## src/rtl/fifo_pkt_reader.sv

```systemverilog
// Read-domain packet reader: strips length headers from the FIFO and presents the
// payload as a registered valid/ready stream with start/end-of-packet marks.
//
// state     | meaning
// S_HDR     | next FIFO word is a header; zero-length headers are dropped
// S_PAYLOAD | popping payload words; rem words of the packet still in the FIFO
module fifo_pkt_reader #(
  parameter int D_SIZE = 16,
  parameter int LEN_W  = 8,
  parameter int CNT_W  = 16
) (
  input  logic              i_clk_rd,
  input  logic              i_rstn_rd,
  input  logic              i_fifo_empty,
  input  logic [D_SIZE-1:0] i_fifo_rd_data,
  output logic              o_fifo_rd_en,
  output logic [D_SIZE-1:0] o_data,
  output logic              o_valid,
  input  logic              i_ready,
  output logic              o_sop,
  output logic              o_eop,
  output logic              o_hdr_err,
  output logic [CNT_W-1:0]  o_pkt_cnt
);

  localparam logic [0:0] S_HDR     = 1'b0;
  localparam logic [0:0] S_PAYLOAD = 1'b1;

  logic [0:0]       state;
  logic [LEN_W-1:0] rem;
  logic             first;
  logic [LEN_W-1:0] hdr_len;
  logic             out_free;
  logic             pop_hdr;
  logic             pop_pay;
  logic             last_word;

  assign hdr_len   = i_fifo_rd_data[LEN_W-1:0];
  assign out_free  = !o_valid || i_ready;
  assign last_word = (rem == LEN_W'(1));

  // Header pops never touch the output register, so they ignore backpressure.
  assign o_fifo_rd_en = i_rstn_rd && !i_fifo_empty &&
                        ((state == S_HDR) || ((state == S_PAYLOAD) && out_free));
  assign pop_hdr = o_fifo_rd_en && (state == S_HDR);
  assign pop_pay = o_fifo_rd_en && (state == S_PAYLOAD);

  always_ff @(posedge i_clk_rd) begin
    if (!i_rstn_rd) begin
      state <= S_HDR;
      rem   <= '0;
      first <= 1'b0;
    end else if (pop_hdr) begin
      if (hdr_len != '0) begin
        rem   <= hdr_len;
        first <= 1'b1;
        state <= S_PAYLOAD;
      end
    end else if (pop_pay) begin
      first <= 1'b0;
      rem   <= rem - LEN_W'(1);
      if (last_word) begin
        state <= S_HDR;
      end
    end
  end

  always_ff @(posedge i_clk_rd) begin
    if (!i_rstn_rd) begin
      o_data    <= '0;
      o_valid   <= 1'b0;
      o_sop     <= 1'b0;
      o_eop     <= 1'b0;
      o_hdr_err <= 1'b0;
      o_pkt_cnt <= '0;
    end else begin
      o_hdr_err <= pop_hdr && (hdr_len == '0);
      if (pop_pay) begin
        o_data  <= i_fifo_rd_data;
        o_valid <= 1'b1;
        o_sop   <= first;
        o_eop   <= last_word;
        if (last_word) begin
          o_pkt_cnt <= o_pkt_cnt + CNT_W'(1);
        end
      end else if (i_ready) begin
        o_valid <= 1'b0;
        o_sop   <= 1'b0;
        o_eop   <= 1'b0;
      end
    end
  end

endmodule

```

## config.mk

```make
export PLATFORM = sky130hd
export DESIGN_NAME = fifo_pkt_reader
export DESIGN_NICKNAME = d
export VERILOG_FILES = /design/src/rtl/fifo_pkt_reader.sv
export SDC_FILE = /design/constraint.sdc
export NUM_CORES = 1
export LEC_CHECK = 0
export CAP_MARGIN = 20
export CORE_MARGIN = 2
export CORE_UTILIZATION = 44
export CTS_BUF_LIST = sky130_fd_sc_hd__clkbuf_16
export CTS_CLUSTER_DIAMETER = 120
export DETAILED_ROUTE_END_ITERATION = 8
export PLACE_DENSITY = 0.83
export SLEW_MARGIN = 30
export SYNTH_ARGS = -nofsm -noshare
export SYNTH_HDL_FRONTEND = slang
export SYNTH_SLANG_ARGS = --single-unit
```

## constraint.sdc

```tcl
create_clock -name i_clk_rd -period 1.7 [get_ports i_clk_rd]
set_input_delay 0.34 -clock i_clk_rd [delete_from_list [all_inputs] [get_ports i_clk_rd]]
set_output_delay 0.34 -clock i_clk_rd [all_outputs]
set_load 0.01 [all_outputs]
```

# Word level (Yosys, flattened, before mapping)
# Cells that the tools add are included.
dict set report totals {
  inputBits 20
  ff_bits 46
  out_inout_bits 37
  word_cells 45
}
dict set report op_classes {
  n_eq_ne 2
  n_mux 13
  n_reduce_logical 18
  add_sub_neg 2
  bitwise_logic 1
}
# op n
set op_table {}
lappend op_table {{$mux 8} 3}
lappend op_table {{$add 16x1->16 const B} 1}
lappend op_table {{$mux 1} 10}
lappend op_table {{$eq 8x1->1 const B} 1}
lappend op_table {{$logic_not 8->1} 1}
lappend op_table {{$reduce_bool 8->1} 1}
lappend op_table {{$sub 8x1->8 const B} 1}
lappend op_table {{$logic_and 1x1->1} 6}
lappend op_table {{$reduce_bool 2->1} 3}
lappend op_table {{$reduce_and 2->1} 2}
lappend op_table {{$reduce_and 3->1} 1}
lappend op_table {{$logic_not 1->1} 2}
lappend op_table {{$logic_or 1x1->1} 2}
lappend op_table {{$ne 2x1->1 const B} 1}
lappend op_table {{$not 1->1} 1}

# Longest topological paths before layout
dict set report logic_depth {
  ltp_word 8
  depth_mapped 6
  ltp_nobuf 6
}

# Worst setup path after synthesis
# No wires, ideal clock.
dict set report synth_path {
  kind {register to register}
  start {register rem[0]}
  end {register o_pkt_cnt[4]}
  required_ns 1.630
  arrival_time_ns 1.538
  path_slack_ns 0.091
  synth_period_minus_slack_ns 1.609
  setup_time_ns 0.070
  stages_incl_launch_ff 6
  path_cell_list {dfxtp_1 > ha_1 > nor2b_1 > nand4b_2 > or4_1 > a21oi_1}
}
dict set report synth_between {
  elab_chain_cells 2
}
# element line_no
set synth_rtl {}
lappend synth_rtl {{from (decl)} 30} ;# logic [LEN_W-1:0] rem;
lappend synth_rtl {{from (signal assigned)} 55} ;# rem <= hdr_len;
lappend synth_rtl {{from (signal assigned)} 61} ;# rem <= rem - LEN_W'(1);
lappend synth_rtl {{$eq 8x1->1} 40} ;# assign last_word = (rem == LEN_W'(1));
lappend synth_rtl {{$reduce_and 2->1 (no line)} --}
lappend synth_rtl {{to (signal assigned)} 84} ;# o_pkt_cnt <= o_pkt_cnt + CNT_W'(1);
lappend synth_rtl {{to (decl)} 23} ;# output logic [CNT_W-1:0] o_pkt_cnt
# No other way between the ends.
# A chain may end at the register's enable or synchronous reset.

# Worst setup path in the final report
dict set report layout_path {
  start {register o_pkt_cnt[3]}
  end {output o_pkt_cnt[3]}
}
# No word-level cell between the ends.

==> results by group <==
Status
  • Status: completed

Layout
  • Layout cells sized above 1: between 20 and 25%
  • Commonest non-fill, non-tap cell in the layout: nand2_1
  • Fin cells: 436
  • Cell area after layout: 0.003595 mm^2
  • Commonest non-fill, non-tap cells in the layout: nand2_1 (53), clkdlybuf4s50_1 (46), dfxtp_1 (43), buf_4 (38), a21oi_1 (29)
  • Diode count: 0
  • Layout area overhead: 56.82%
  • Layout net count: 388

CTS
  • Clk slew on worst S/H paths: 0.06 ns
  • CTS Buf Count: 5
  • TritonCTS clock tree: done
  • Hold Buf Count CTS: 0
  • # H-tree levels: 2
  • CTS sink count: between 40 and 50
  • Clock Latency Late Sink: 0.29 ns
  • Clock Tree Buf Depth: 2
  • Clock root buffer: clkbuf_16

Worst setup path
  • Worst path slowest cell: clkdlybuf4s50_1
  • CP max stage delay: 0.59 ns
  • Crit-path cells: clkdlybuf4s50_1
  • Crit-path max FO: 7
  • Setup crit end kind: output pin
  • CP Launch Point: o_pkt_cnt[3]
  • Worst EP arrival: 1.34 ns
  • Family with the most delay on the worst path: buffers and inverters
  • Crit path kind: reg -> out
  • RR Startpoint: rem[4]
  • Startpoint types: flop
  • Critical path buffer and inverter count: 1
  • Worst Path Required: 1.36 ns

Synthesis
  • Post-synth EDFFs: 0
  • Synth Warn #: 0
  • Mapped Area: 0.002292 mm^2
  • Synth Register Bits: 46
  • Async S/R FF share, synth: 0%
  • Mapped Nets: 296
  • Cells after Synth: roughly 270
  • Distinct cells, synth: 47
  • Average instance area after synthesis: 8.396 um^2
  • Fraction of the yosys area taken by sequential cells: 40.17%
  • Synth Flop Type: dfxtp_1

Placement
  • Port buffer count: 56
  • DPL Wire Length: 4538 um
  • Placed cell count: 421
  • DP Worst Slack: -0.5426 ns
  • Placed cell areas: 0.003184 mm^2
  • RePlAce Congestion: 0.8552

STA
  • RSZ-0062 raised after global routing: true
  • Final hold violations: 0
  • Highest clock rate: slightly below 0.6 GHz
  • Period utilization: 98.99%
  • Post-route setup slack: between 0.015 and 0.02 ns
  • WHS: 0.3907 ns
  • Clk_skew: between 0.007 and 0.008 ns
  • Max Slew Vio Count: 0
  • Slew @ Worst Pin: ~0.41 ns
  • Slew margin rel.: around 73%
  • Setup-failing EPs final: 0
  • Min Tclk post-route: 1.683 ns

Global routing
  • First-pass GRT wire length: 11130 um
  • Vias in the first global route: ~2400
  • Grt ovf: 0
  • Initial antenna violation count: 0
  • Largest net degree at the start of global routing: 20
  • Total track usage: a little under a quarter

Power and ir drop
  • Worst vdd ir: 0.5898 mV
  • Leakage power: approximately 0.0013 uW
  • Sw Pwr: 713.1 uW
  • Sequential power share: 43.3%
  • Int Power: ~1900 uW
  • Clk network pwr share: ~36%
  • Switching Share: 27.05%
  • Gate power share: 21.2%
  • P per Cell Area: 733.3 mW/mm^2

Routing
  • DRC: 0
  • Routed WL per cell: 15.72 um
  • Final Routed Wirelength: 6852 um
  • Routed Antenna Nets: 0
  • Via count: 2445
  • First drt pass iteration count: 4
  • Initial DRC count: 188
  • DR vias/cell: 5.608

Die
  • I/O Pins: 57
  • Row cnt: 26
  • Initial Utilization: 45.17%
  • Core Area: ~0.0051 mm^2
  • Die area: 0.005803 mm^2
  • Die width: 76.18 um
  • Die H: around 76 um

Min path
  • Min-delay src: i_fifo_rd_data[6]
  • Worst min path class: in -> reg

Run
  • Max-cap violations: 0
==> synthesized netlist by cell type (all sizes together) (5+ instances only) <==
| cell type | number | area (um^2) |
|---|---|---|
| dfxtp | 46 | 920.9 |
| or4 | 6 | 45.04 |
| o31ai | 5 | 37.54 |
| nand2 | 53 | 198.9 |
| nor4 | 12 | 127.6 |
| a21oi | 33 | 165.2 |
| clkbuf | 9 | 33.78 |
| nand4 | 10 | 62.56 |
| nand2b | 13 | 83.83 |
| mux2i | 10 | 100.1 |
| buf | 10 | 55.05 |
| nand3 | 10 | 55.05 |
| o21ai | 5 | 28.78 |
==> logic make-up (layout without fill, tap and decap cells) <==
| family | after synthesis | in the layout | share of synthesized area, % |
|---|---|---|---|
| simple gates | 135 | 136 | 34.55 |
| compound gates | 56 | 56 | 14.74 |
| flops | 46 | 46 | 40.17 |
| buf+inv | 23 | 115 | 4.530 |
| mux | 10 | 10 | 4.367 |
| fa+ha+maj | 3 | 3 | 1.638 |
==> power by group through the flow <==
stage	registers [uW]	clock network, uW	logic [uW]
after floorplan	1160	0	222
after global placement	1160	0	430
after detailed placement	1160	0	440
after CTS	1140	945	484
after global routing	1140	1000	595
final	1140	935	558
==> per-stage QoR <==
| stage | setup TNS [ns] | utilization, % | power (uW) |
|---|---|---|---|
| after floorplan | 0 | - | 1385 |
| after global placement | -15.42 | 62.75 | 1589 |
| after detailed placement | -17.72 | 62.75 | 1600 |
| after CTS | 0 | 68.49 | 2568 |
| after global routing | -0.3247 | 70.83 | 2744 |
| final | 0 | 70.83 | 2636 |
==> registers in the layout, summed over array words and instances (netlist names) <==
register	count
state	1
o_data	16
o_sop	1
rem	8
o_eop	1
o_valid	1
o_hdr_err	1
o_pkt_cnt	16
first	1
==> final timing paths <==
| check | end | slack, ns | depth (start not counted) |
|---|---|---|---|
| setup / recovery | o_pkt_cnt[3] | 0.02 | 1 |
| setup reg to reg | o_pkt_cnt[3] | 0.03 | 5 |
| hold reg to reg | o_data[11] | 0.46 | 2 |
| hold / removal | o_hdr_err | 0.39 | 3 |
==> metal layers <==
layer | share of wire, % | wire length [um] | vias up | track usage, %
li1 | - | - | 1178 | -
met1 | 42 | 2849 | 1170 | 27.09
met2 | 52 | 3563 | 87 | 42.05
met3 | 5.0 | 344 | 10 | 5.095
met4 | 1.4 | 94 | 0 | 8.545
met5 | 0 | 0 | - | 0
==> timing repair <==
action                     CTS  global route
gates cloned                 1             0
resized for setup           30            24
setup buffers                5             1
setup endpoints to repair   38            24
pin swaps                    4             7
==> cell type report <==
cell class / count / area (um^2)
clock buffers: 5 / 125.1
repair buffers: 103 / 977.2
well taps: 70 / 87.58
clock inverters: 3 / 12.51
inverters: 4 / 15.01
multi-input cells: 205 / 1453
fillers: 405 / 1480
flip-flops and latches: 46 / 924.6
(Power assumes the default switching activity.)
